<file path="src/rtl/sram_confreg_if.sv">
// Request/response bus of the configuration register block: one request per cycle,
// with the read data returned one cycle later.
interface sram_confreg_if;
  logic        en;
  logic [3:0]  wen;
  logic [31:0] addr;
  logic [31:0] wdata;
  logic [31:0] rdata;

  modport master (output en, output wen, output addr, output wdata, input rdata);
  modport slave  (input en, input wen, input addr, input wdata, output rdata);
endinterface

</file>
<file path="src/rtl/sram_confreg.sv">
// Memory-mapped configuration registers: scratch words, free-running timer with
// sticky compare interrupt, LED, synchronised switches, seven-segment NUM and a simulation flag.
module sram_confreg #(
  parameter logic [15:0] BASE_HI   = 16'hBFAF,
  parameter logic        SIMU_FLAG = 1'b0
) (
  input  logic          clk,
  input  logic          rst,
  sram_confreg_if.slave bus,
  input  logic [15:0]   switch_i,
  output logic [15:0]   led_o,
  output logic [31:0]   num_o,
  output logic          timer_int_o
);

  localparam logic [15:0] OFF_SCR0    = 16'h0000;
  localparam logic [15:0] OFF_SCR1    = 16'h0004;
  localparam logic [15:0] OFF_SCR2    = 16'h0008;
  localparam logic [15:0] OFF_SCR3    = 16'h000C;
  localparam logic [15:0] OFF_TIMER   = 16'hE000;
  localparam logic [15:0] OFF_COMPARE = 16'hE004;
  localparam logic [15:0] OFF_LED     = 16'hF000;
  localparam logic [15:0] OFF_SWITCH  = 16'hF010;
  localparam logic [15:0] OFF_NUM     = 16'hF020;
  localparam logic [15:0] OFF_SIMU    = 16'hF030;

  function automatic logic [31:0] byte_merge(input logic [31:0] old_v,
                                             input logic [31:0] new_v,
                                             input logic [3:0]  be);
    logic [31:0] res;
    for (int k = 0; k < 4; k++) begin
      res[8*k +: 8] = be[k] ? new_v[8*k +: 8] : old_v[8*k +: 8];
    end
    return res;
  endfunction

  logic [31:0] scr_q [4];
  logic [31:0] scr_d [4];
  logic [31:0] timer_q, timer_d;
  logic [31:0] compare_q, compare_d;
  logic [15:0] led_q, led_d;
  logic [31:0] num_q, num_d;
  logic        int_q, int_d;
  logic [31:0] rdata_q, rdata_d;
  logic [15:0] sw_meta_q, sw_sync_q;

  logic        hit_s;
  logic        wr_s;
  logic        rd_s;
  logic [15:0] off_s;
  logic [31:0] sel_s;
  logic [31:0] wmerge_s;
  logic        unused_s;

  assign hit_s    = bus.en && (bus.addr[31:16] == BASE_HI);
  assign wr_s     = hit_s && (bus.wen != 4'h0);
  assign rd_s     = bus.en && (bus.wen == 4'h0);
  assign off_s    = {bus.addr[15:2], 2'b00};
  assign unused_s = ^bus.addr[1:0];

  // Read multiplexer over the register map.
  always_comb begin
    sel_s = 32'h0;
    case (off_s)
      OFF_SCR0:    sel_s = scr_q[0];
      OFF_SCR1:    sel_s = scr_q[1];
      OFF_SCR2:    sel_s = scr_q[2];
      OFF_SCR3:    sel_s = scr_q[3];
      OFF_TIMER:   sel_s = timer_q;
      OFF_COMPARE: sel_s = compare_q;
      OFF_LED:     sel_s = {16'h0000, led_q};
      OFF_SWITCH:  sel_s = {16'h0000, sw_sync_q};
      OFF_NUM:     sel_s = num_q;
      OFF_SIMU:    sel_s = {31'h0, SIMU_FLAG};
      default:     sel_s = 32'h0;
    endcase
  end

  // Byte-merged write value, taken against the pre-write register contents.
  always_comb begin
    wmerge_s = 32'h0;
    case (off_s)
      OFF_SCR0:    wmerge_s = byte_merge(scr_q[0], bus.wdata, bus.wen);
      OFF_SCR1:    wmerge_s = byte_merge(scr_q[1], bus.wdata, bus.wen);
      OFF_SCR2:    wmerge_s = byte_merge(scr_q[2], bus.wdata, bus.wen);
      OFF_SCR3:    wmerge_s = byte_merge(scr_q[3], bus.wdata, bus.wen);
      OFF_TIMER:   wmerge_s = byte_merge(timer_q, bus.wdata, bus.wen);
      OFF_COMPARE: wmerge_s = byte_merge(compare_q, bus.wdata, bus.wen);
      OFF_LED:     wmerge_s = byte_merge({16'h0000, led_q}, bus.wdata, bus.wen);
      OFF_NUM:     wmerge_s = byte_merge(num_q, bus.wdata, bus.wen);
      default:     wmerge_s = 32'h0;
    endcase
  end

  // Next-state for the register file, timer, interrupt flag and read data.
  always_comb begin
    scr_d     = scr_q;
    timer_d   = timer_q + 32'd1;
    compare_d = compare_q;
    led_d     = led_q;
    num_d     = num_q;
    if (wr_s) begin
      case (off_s)
        OFF_SCR0:    scr_d[0]  = wmerge_s;
        OFF_SCR1:    scr_d[1]  = wmerge_s;
        OFF_SCR2:    scr_d[2]  = wmerge_s;
        OFF_SCR3:    scr_d[3]  = wmerge_s;
        OFF_TIMER:   timer_d   = wmerge_s;
        OFF_COMPARE: compare_d = wmerge_s;
        OFF_LED:     led_d     = wmerge_s[15:0];
        OFF_NUM:     num_d     = wmerge_s;
        default:     scr_d     = scr_q;
      endcase
    end else begin
      scr_d = scr_q;
    end

    // A COMPARE write wins over a match; the new COMPARE is only looked at next cycle.
    if (wr_s && (off_s == OFF_COMPARE)) begin
      int_d = 1'b0;
    end else if (timer_d == compare_q) begin
      int_d = 1'b1;
    end else begin
      int_d = int_q;
    end

    if (rd_s) begin
      rdata_d = hit_s ? sel_s : 32'h0;
    end else begin
      rdata_d = rdata_q;
    end
  end

  // State registers with asynchronous reset.
  always_ff @(posedge clk or posedge rst) begin
    if (rst) begin
      for (int i = 0; i < 4; i++) begin
        scr_q[i] <= 32'h0;
      end
      timer_q   <= 32'h0;
      compare_q <= 32'hFFFF_FFFF;
      led_q     <= 16'hFFFF;
      num_q     <= 32'h0;
      int_q     <= 1'b0;
      rdata_q   <= 32'h0;
      sw_meta_q <= 16'h0000;
      sw_sync_q <= 16'h0000;
    end else begin
      scr_q     <= scr_d;
      timer_q   <= timer_d;
      compare_q <= compare_d;
      led_q     <= led_d;
      num_q     <= num_d;
      int_q     <= int_d;
      rdata_q   <= rdata_d;
      sw_meta_q <= switch_i;
      sw_sync_q <= sw_meta_q;
    end
  end

  assign bus.rdata   = rdata_q;
  assign led_o       = led_q;
  assign num_o       = num_q;
  assign timer_int_o = int_q;

endmodule
</file>
<file path="src/flat_wrapper.sv">
// flat-port wrapper written by rule: the top's interface ports become plain ports
module sram_confreg_flat 
#(
  parameter logic [15:0] BASE_HI   = 16'hBFAF,
  parameter logic        SIMU_FLAG = 1'b0
)
  (clk, rst, switch_i, led_o, num_o, timer_int_o, bus_en, bus_wen, bus_addr, bus_wdata, bus_rdata);
  sram_confreg_if bus_i ();
  input  logic clk;
  input  logic rst;
  input  logic [15:0] switch_i;
  output logic [15:0] led_o;
  output logic [31:0] num_o;
  output logic timer_int_o;
  input wire logic [$bits(bus_i.en)-1:0] bus_en;
  input wire logic [$bits(bus_i.wen)-1:0] bus_wen;
  input wire logic [$bits(bus_i.addr)-1:0] bus_addr;
  input wire logic [$bits(bus_i.wdata)-1:0] bus_wdata;
  output wire logic [$bits(bus_i.rdata)-1:0] bus_rdata;
  assign bus_i.en = bus_en;
  assign bus_i.wen = bus_wen;
  assign bus_i.addr = bus_addr;
  assign bus_i.wdata = bus_wdata;
  assign bus_rdata = bus_i.rdata;
  sram_confreg #(.BASE_HI(BASE_HI), .SIMU_FLAG(SIMU_FLAG)) u_core (.clk(clk), .rst(rst), .bus(bus_i), .switch_i(switch_i), .led_o(led_o), .num_o(num_o), .timer_int_o(timer_int_o));
endmodule
</file>
<file path="config.mk">
export PLATFORM = sky130hd
export DESIGN_NAME = sram_confreg_flat
export DESIGN_NICKNAME = d
export VERILOG_FILES = /design/src/rtl/sram_confreg_if.sv /design/src/rtl/sram_confreg.sv /design/src/flat_wrapper.sv
export SDC_FILE = /design/constraint.sdc
export NUM_CORES = 1
export LEC_CHECK = 0
export CAP_MARGIN = 20
export CORE_ASPECT_RATIO = 2
export CORE_MARGIN = 1.5
export CORE_UTILIZATION = 57
export DETAILED_ROUTE_END_ITERATION = 7
export DONT_BUFFER_PORTS = 1
export PLACE_DENSITY_LB_ADDON = 0.1
export RECOVER_POWER = 50
export SYNTH_ARGS = -nofsm -noshare
export SYNTH_HDL_FRONTEND = slang
export SYNTH_SLANG_ARGS = --single-unit
</file>
<file path="constraint.sdc">
create_clock -name clk -period 10.91 [get_ports clk]
set_input_delay 0.5455 -clock clk [delete_from_list [all_inputs] [get_ports clk]]
set_output_delay 0.5455 -clock clk [all_outputs]
set_load 0.05 [all_outputs]
</file>
# Word-level counts from Yosys, hierarchy flattened

Cells that the tools add are included.

Flip-flop bits (word level): 305
Bits of input ports: 87
Output and inout bits: 81
Logic and storage cells: 77

Add/subtract/negate cells: 1
Eq/ne operators: 10
Muxes and demuxes: 39
Reductions and logical operators: 15

Operators by type and width:

| operator                                                          | count |
|---|---|
| 32-bit case mux with 9 select lines                               | 1 |
| 8-bit 2-to-1 mux                                                  | 32 |
| 32-bit case mux with 7 select lines                               | 1 |
| 32-bit 2-to-1 mux                                                 | 3 |
| 14-bit == test (second input constant)                            | 5 |
| 32-bit by 1-bit adder with 32-bit output (second input constant)  | 1 |
| 32-bit == test                                                    | 1 |
| 14-bit by 2-bit == test with 1-bit output (second input constant) | 2 |
| 16-bit == test (second input constant)                            | 1 |
| 16-bit zero test                                                  | 1 |
| 14-bit by 1-bit == test with 1-bit output (second input constant) | 1 |
| 2-bit AND reduction                                               | 7 |
| 1-bit logical AND                                                 | 4 |
| 4-bit zero test                                                   | 1 |
| 4-bit nonzero test                                                | 1 |
| 1-bit 2-to-1 mux                                                  | 2 |
| 2-bit nonzero test                                                | 1 |

# Logic depth before layout (Yosys ltp)

Gate-level depths: netlist of the first run.

Depth in word-level cells: 7
Gate-level depth with buffers: 15
Mapped depth without buffers: 11

# Worst setup path after synthesis of the first run

No wires, ideal clock.

Kind: input to register
Start point: input port bus_addr[9]
End point: register u_core.int_q (netlist: u_core.timer_int_o)
Arrival time: 3,336 ps
Path slack: 7,497 ps
Stages on the path: 14
Path buffers: 4
Cell sequence: or4_4 buf_6 nor4_2 buf_2 buf_2 clkbuf_1 o21ai_0 a21o_1 a21oi_1 xnor2_1 o2111ai_1 nor4_1 nand4_1 o21ai_1

Cells in the longest elaborated chain, start to end: 6
Elaborated cells on any way between the ends: 14
Classes of those cells: 8 x eq/ne; 4 x mux; 2 x reduce/logical

RTL lines:

| element                                      | RTL line            | source |
|---|---|---|
| start: declaration                           | flat_wrapper.sv:17  | `input wire logic [$bits(bus_i.addr)-1:0] bus_addr;` |
| 14-bit == test, or another cell as far along | sram_confreg.sv:82  | `case (off_s)` |
| 32-bit case mux with 7 select lines          | sram_confreg.sv:82  |  |
| 32-bit 2-to-1 mux (*)                        | sram_confreg.sv:103 | `case (off_s)` |
| 32-bit 2-to-1 mux (*)                        | sram_confreg.sv:102 | `if (wr_s) begin` |
| via u_core.timer_d[5]                        | sram_confreg.sv:39  | `logic [31:0] timer_q, timer_d;` |
| 32-bit == test (*)                           | sram_confreg.sv:121 | `end else if (timer_d == compare_q) begin` |
| 2-bit nonzero test (no line) (*)             | n/a                 |  |
| end signal: assignment                       | sram_confreg.sv:154 | `int_q <= int_d;` |
| end: declaration                             | sram_confreg.sv:43  | `logic int_q, int_d;` |

The timed path passes the listed nets; every way through them passes the cells marked *.
A chain may end at the register's enable or synchronous reset.

# Final worst setup path of the first run

Start point: input port bus_addr[9]
End point: register u_core.int_q (netlist: u_core.timer_int_o)

Cells in the longest elaborated chain, start to end: 6
Elaborated cells on any way between the ends: 14
Classes of those cells: 8 x eq/ne; 4 x mux; 2 x reduce/logical

RTL lines:

| element                                      | RTL line |
|---|---|
| 14-bit == test, or another cell as far along | sram_confreg.sv:82 |
| 32-bit case mux with 7 select lines          | sram_confreg.sv:82 |
| 32-bit 2-to-1 mux                            | sram_confreg.sv:103 |
| 32-bit 2-to-1 mux                            | sram_confreg.sv:102 |
| 32-bit == test                               | sram_confreg.sv:121 |
| 2-bit nonzero test (no line)                 | n/a |

Several ways; a longest one is shown, not always the timed one.

==> impl_metrics.env, run 1 <==
export IMPL_setup_viol=0
export IMPL_syn_avg_cell_area_um2=9.05
export IMPL_path_delay_family="simple AND/OR/NAND/NOR gates"
export IMPL_dieArea_um2=29400
export IMPL_vdd_ir_drop_max_v=0.000164
export IMPL_postRouteAntennaNets=0
export IMPL_cts_sinks=305
export IMPL_syn_nets=1873
export IMPL_power_density_nw_per_um2=130
export IMPL_fp_dieH_um=241
export IMPL_ios=168
export IMPL_grt_max_degree=171
export IMPL_rows=87
export IMPL_hpwlAfterDp_um=43900
export IMPL_hold_start="bus_wen[0]"
export IMPL_worstHoldPathCells=2
export IMPL_dr_pass1_iters=8
export IMPL_initial_core_util_pct=57.5
export IMPL_crit_path_max_fanout=19
export IMPL_vias=14800
export IMPL_max_clock_freq_mhz=208
export IMPL_vias_per_cell=6.99
export IMPL_clkPwrFrac_pct=45.9
export IMPL_final_area_um2=17500
export IMPL_p_leak_nw=7.17
export IMPL_clock_latency_ps=570
export IMPL_yosysSeqAreaShare_pct=47.6
export IMPL_violations="max-capacitance violations, max-slew violations"
export IMPL_relSlewSlack_pct=-303
export IMPL_drv_cap=1
export IMPL_clk_path_buf_depth=3
export IMPL_r2r_worst_path_cells=11
export IMPL_root_buffer="clkbuf_16"
export IMPL_area_growth_syn_to_layout_pct=8.54
export IMPL_slew_violations=137
export IMPL_hold_violations=0
export IMPL_p_int_mw=1.75
export IMPL_cts_resized=0
export IMPL_critPathSlowestCell="nor2_2"
export IMPL_wl_per_cell_um=29.6
export IMPL_cts_htree_levels=1
export IMPL_synth_seq_cells=305
export IMPL_met2_usage_pct=69.2
export IMPL_cts_setup_buffers=0
export IMPL_grt_busiest_layer="met2"
export IMPL_die_x_um=122
export IMPL_status="finished, violations left"
export IMPL_synth_top_area_share_pct=39.8
export IMPL_timing_rr_end="u_core.timer_int_o"
export IMPL_tightestPinTransition_ps=6010
export IMPL_cp_end_kind="register"
export IMPL_netlist_cell_type_count=96
export IMPL_antenna_found_initial=0
export IMPL_critPathArrivalTime_ps=5300
export IMPL_fin_tns_setup_ps=0
export IMPL_path_class="in -> reg"
export IMPL_fin_crit_ps=4800
export IMPL_overflow=0
export IMPL_required_ps=11400
export IMPL_layout_drive_gt1_share_pct=11.3
export IMPL_cp_num_buf_inv=0
export IMPL_fill_cells=2429
export IMPL_yosys_warnings=0
export IMPL_post_place_ws_ps=5850
export IMPL_diodes=0
export IMPL_dominantRegCellSynth="dfrtp_1"
export IMPL_hold_path_end="u_core.timer_q[5]"
export IMPL_yosysTopAreaCell="dfrtp_1"
export IMPL_drt_initial_drc_count=1653
export IMPL_start_kind="input pin"
export IMPL_groute_usage_overall_pct=42.8
export IMPL_grt_pass1_vias=14600
export IMPL_synthTopCellsByCount="341 x nand2_1, 270 x o21ai_0, 257 x dfrtp_1"
export IMPL_placed_area_um2=16400
export IMPL_nets=1830
export IMPL_wirelength_um=62700
export IMPL_yosysMostFrequentCell="nand2_1"
export IMPL_synth_area_um2=16200
export IMPL_drc=0
export IMPL_comb_power_share_pct=3.9
export IMPL_cts_buffers=28
export IMPL_gp_congestion=1.02
export IMPL_clkTransAtPathRegs_ps=70
export IMPL_r2r_start="u_core.timer_q[0]"
export IMPL_fin_ws_ps=6110
export IMPL_r2r_slack_ps=6920
export IMPL_groute_layer_met3_usage_pct=8.29
export IMPL_cts_tree="built"
export IMPL_crit_chain="or4_4 > nor2_2 > nand2_1 > nand4_1 > a31oi_1 > xnor2_1 > o21ai_0 > o211ai_1 > or4b_1 > o21ai_1"
export IMPL_ys_top_cells_by_area="dfrtp_1 40%, o21ai_0 8.4%, nand2_1 7.9%"
export IMPL_sequentialPowerShare_pct=50.2
export IMPL_grt_pass1_wl_um=91700
export IMPL_p_sw_share_pct=23.0
export IMPL_portBuffers=0
export IMPL_synth_async_reset_ratio_pct=100
export IMPL_postCtsHoldBufs=16
export IMPL_max_stage_delay_ps=890
export IMPL_grt_use_met1_pct=48.5
export IMPL_hp_class="in -> reg"
export IMPL_netlist_instances=1785
export IMPL_synth_enable_flop_cells=0
export IMPL_p_sw_uw=522
export IMPL_finalCritPeriodShare_pct=44.0
export IMPL_skew_ps=13.7
export IMPL_core_area_um2=28100
export IMPL_rsz0062_at_grt="false"
-- power by group through the flow --
stage | combinational (mW) | clock, mW | sequential (mW)
5_1_grt | 0.0966 | 1.09 | 1.14
6_report | 0.0883 | 1.04 | 1.14
3_5_place_dp | 0.0828 | 0 | 1.16
2_1_floorplan | 0.0702 | 0 | 1.16
3_3_place_gp | 0.0820 | 0 | 1.16
4_1_cts | 0.0875 | 1.05 | 1.14
-- per-layer routing --
metal | share of wire (%) | vias to the layer above | routed length [µm]
li1 | - | 6423 | -
met1 | 34 | 7193 | 21200
met2 | 48 | 897 | 29800
met3 | 8.8 | 313 | 5530
met4 | 9.8 | 0 | 6160
met5 | 0 | - | 0
-- flip-flops by register name, summed over array words and instances (netlist names) --
| signal | cells |
|---|---|
| u_core.scr_q | 128 |
| u_core.bus.rdata | 32 |
| u_core.compare_q | 32 |
| u_core.num_o | 32 |
| u_core.timer_q | 32 |
| u_core.led_o | 16 |
| u_core.sw_meta_q | 16 |
| u_core.sw_sync_q | 16 |
| u_core.timer_int_o | 1 |
-- final cells by class --
cell class / count / area, µm² / area share (%)
Inverter: 30 / 114 / 0.649
Multi-Input combinational cell: 1327 / 7900 / 45.0
Timing Repair Buffer: 50 / 425 / 2.43
Sequential cell: 305 / 7690 / 43.9
Clock inverter: 14 / 161 / 0.920
Clock buffer: 38 / 800 / 4.56
Tap cell: 356 / 445 / 2.54
-- placed cells by master (no fill, tap or decap), types with 7 or more instances in the layout --
master	netlist	routed
a21o_1	13	13
a31oi_1	18	18
nand3_1	50	50
a22oi_1	30	30
and3_1	12	12
nor4_1	17	17
mux2i_1	33	33
and2_1	9	9
buf_4	1	32
mux2_2	26	26
o21ai_0	270	270
a222oi_1	29	29
dfrtp_1	257	257
a211oi_1	7	7
inv_1	29	28
and4_1	8	8
nand2_1	341	335
o211ai_1	8	8
or3_1	10	10
a22o_1	16	16
a32oi_1	8	8
a21oi_1	62	62
nor2b_1	7	7
nand4_1	29	29
nand2b_1	8	8
xor2_1	28	28
nor2_1	82	81
a221oi_1	17	17
dlygate4sd3_1	0	16
dfstp_2	48	48
nor3_1	31	30
clkbuf_16	0	29
xnor2_1	22	22
-- worst reg2reg max path: stages, from the launching register on --
cell      delay [ps]
dfrtp_1          480
ha_1             370
and4_1           410
and2_1           360
nand4b_1         440
xnor2_1          310
nor2_1            60
nor3_1           290
xnor2_1          200
o211ai_1         270
or4b_1           590
o21ai_1          130
-- kinds of logic (layout without fill, tap and decap cells) --
| logic type | after synthesis | in the layout | share of synthesized area, % |
|---|---|---|---|
| flops | 305 | 305 | 47.6 |
| fa+ha+maj | 1 | 1 | 0.0774 |
| xor+xnor | 50 | 50 | 2.71 |
| buf+inv | 153 | 132 | 3.80 |
| compound gates | 559 | 559 | 22.2 |
| mux | 59 | 59 | 3.86 |
| simple gates | 658 | 658 | 19.8 |
-- worst max path at each step --
stage,end,depth (start not counted),slack [ps],start
CTS,u_core.timer_int_o,10,6430,bus_addr[9]
detailed placement,u_core.timer_int_o,10,5850,bus_addr[9]
global placement,u_core.timer_int_o,10,5890,bus_addr[9]
global route,u_core.scr_q[59],1,5530,rst
finish,u_core.timer_int_o,10,6110,bus_addr[9]
floorplan,u_core.bus.rdata[0],1,2010,rst
-- stage by stage --
step	cells	utilization [%]	hold slack, ps	power (mW)
global route	2120	62.4	268	2.32
global placement	2051	58.5	332	1.24
floorplan	1785	-	331	1.23
CTS	2119	62.5	79.2	2.27
finish	2120	62.4	254	2.27
detailed placement	2051	58.5	335	1.24
Power figures use the tool's default switching activity.
==> inputs of run 2 (changes only) <==
==> constraint.sdc (replaced) <==
create_clock -name clk -period 4.35 [get_ports clk]
set_input_delay 0.2175 -clock clk [delete_from_list [all_inputs] [get_ports clk]]
set_output_delay 0.2175 -clock clk [all_outputs]
set_load 0.05 [all_outputs]
==> impl_metrics.env, run 2 (synthesis results as in run 1) <==
export IMPL_status="finished, violations left"
export IMPL_violations="max-capacitance violations, max-slew violations"
export IMPL_cts_sinks=305
export IMPL_overflow=0
export IMPL_dieArea_um2=29400
export IMPL_rsz0062_at_grt="false"
export IMPL_postRouteAntennaNets=0
export IMPL_dpl_cell_count=2107
export IMPL_crit_path_max_fanout=9
export IMPL_mostFrequentLayoutCell="nand2_1"
export IMPL_hold_violations=0
export IMPL_r2r_slack_ps=500
export IMPL_portBuffers=0
export IMPL_grt_max_degree=149
export IMPL_tightestPinTransition_ps=2040
export IMPL_worstHoldPathCells=2
export IMPL_clock_latency_ps=580
export IMPL_vias_per_cell=6.95
export IMPL_clkTransAtPathRegs_ps=70
export IMPL_die_x_um=122
export IMPL_slew_violations=312
export IMPL_most_common_layout_cells="335 x nand2_1, 270 x o21ai_0, 257 x dfrtp_1, 82 x nor2_1, 82 x buf_4"
export IMPL_max_clock_freq_mhz=260
export IMPL_ios=168
export IMPL_wirelength_um=65300
export IMPL_groute_usage_overall_pct=44.6
export IMPL_gp_congestion=1.03
export IMPL_crit_chain="nand2_1 > nor3_1 > buf_4 > nand4_1 > xor2_1 > mux2i_1 > xnor2_1 > o21ai_0 > nor4_1 > nand4_1 > o21ai_1"
export IMPL_start_kind="register"
export IMPL_vdd_ir_drop_max_v=0.000401
export IMPL_p_leak_nw=7.51
export IMPL_cts_buffers=27
export IMPL_area_growth_syn_to_layout_pct=12.1
export IMPL_layout_drive_gt1_share_pct=13.0
export IMPL_skew_ps=20.2
export IMPL_hp_class="in -> reg"
export IMPL_setup_viol=0
export IMPL_nets=1895
export IMPL_hold_start="bus_wdata[15]"
export IMPL_root_buffer="clkbuf_16"
export IMPL_crit_top_cell="nand4_1"
export IMPL_critPathSlowestCell="xnor2_1"
export IMPL_path_class="reg -> reg"
export IMPL_drt_initial_drc_count=1742
export IMPL_cts_resized=0
export IMPL_largest_reg_flops=128
export IMPL_core_area_um2=28100
export IMPL_cts_setup_buffers=0
export IMPL_vias=15200
export IMPL_antenna_found_initial=4
export IMPL_hpwlAfterDp_um=45800
export IMPL_drc=0
export IMPL_r2r_start="u_core.timer_q[2]"
export IMPL_r2r_worst_path_cells=11
export IMPL_max_stage_delay_ps=800
export IMPL_cp_end_kind="register"
export IMPL_grt_pass1_wl_um=94500
export IMPL_hold_path_end="u_core.timer_q[15]"
export IMPL_rows=87
export IMPL_relSlewSlack_pct=-36.0
export IMPL_totalPowerFinal_mw=5.79
export IMPL_finalCritPeriodShare_pct=88.5
export IMPL_clk_path_buf_depth=3
export IMPL_wl_per_cell_um=29.9
export IMPL_fp_dieH_um=241
export IMPL_timing_rr_end="u_core.timer_int_o"
export IMPL_final_cells=2186
export IMPL_drv_cap=4
export IMPL_critPathArrivalTime_ps=4360
export IMPL_utilization_pct=64.5
export IMPL_fin_crit_ps=3850
export IMPL_dr_pass1_iters=6
export IMPL_power_density_nw_per_um2=320
export IMPL_initial_core_util_pct=57.5
export IMPL_top_register="u_core.scr_q"
export IMPL_grt_pass1_vias=14700
export IMPL_required_ps=4860
export IMPL_fin_tns_setup_ps=0
export IMPL_cts_htree_levels=1
export IMPL_cts_tree="built"
run 2: through the flow:
| step | area [µm²] | setup WS [ps] | hold WS, ps |
|---|---|---|---|
| final | 18100 | 499 | 20.8 |
| after global routing | 18100 | 440 | 30.6 |
| after CTS | 18100 | 765 | 1.88 |
| after detailed placement | 16900 | 309 | 249 |
| after global placement | 16900 | 326 | 249 |
| after floorplan | 16200 | 115 | 249 |
run 2: worst max path at each step:
| stage | from | to | slack (ps) | cells past startpoint |
|---|---|---|---|---|
| after global placement | bus_addr[9] | u_core.timer_int_o | 330 | 11 |
| after detailed placement | bus_addr[9] | u_core.timer_int_o | 310 | 11 |
| after floorplan | rst | u_core.bus.rdata[0] | 110 | 1 |
| final | u_core.timer_q[2] | u_core.timer_int_o | 500 | 11 |
| after global routing | u_core.timer_q[0] | u_core.timer_int_o | 440 | 13 |
| after CTS | u_core.timer_q[17] | u_core.timer_int_o | 760 | 10 |
run 2: layer usage:
layer / GRT usage, % / vias up / wire [µm] / share of wire [%]
li1: - / 6567 / - / -
met1: 50.0 / 7353 / 22300 / 34
met2: 71.8 / 965 / 30800 / 47
met3: 9.40 / 309 / 5580 / 8.5
met4: 37.5 / 4 / 6600 / 10
met5: 0 / - / 23 / 0.035
run 2: critical path, delay by kind of cell, from the launching register on:
family	cells	cell delay, ps
xor+xnor	2	1010
simple gates	5	1400
compound gates	2	390
mux	1	120
buf+inv	1	280
flops	1	570
run 2: layout make-up:
type	instances	area [µm²]
repair buffers	116	983
clock buffers	33	738
clock inverters	17	246
flip-flops and latches	305	7690
diodes	2	5.00
multi-input cells	1327	7890
inverters	30	114
fillers	2328	9970
well taps	356	445
run 2: report_power, final:
group	internal, mW	switching [mW]	total, mW
sequential	2.85	0.00480	2.86
clock	1.52	1.17	2.69
combinational	0.0726	0.170	0.243
run 2: what timing repair did:
| item | in CTS | in global routing |
|---|---|---|
| setup endpoints to repair | 0 | 0 |
| endpoints found under the hold margin | 69 | 0 |
| hold buffers | 27 | 0 |
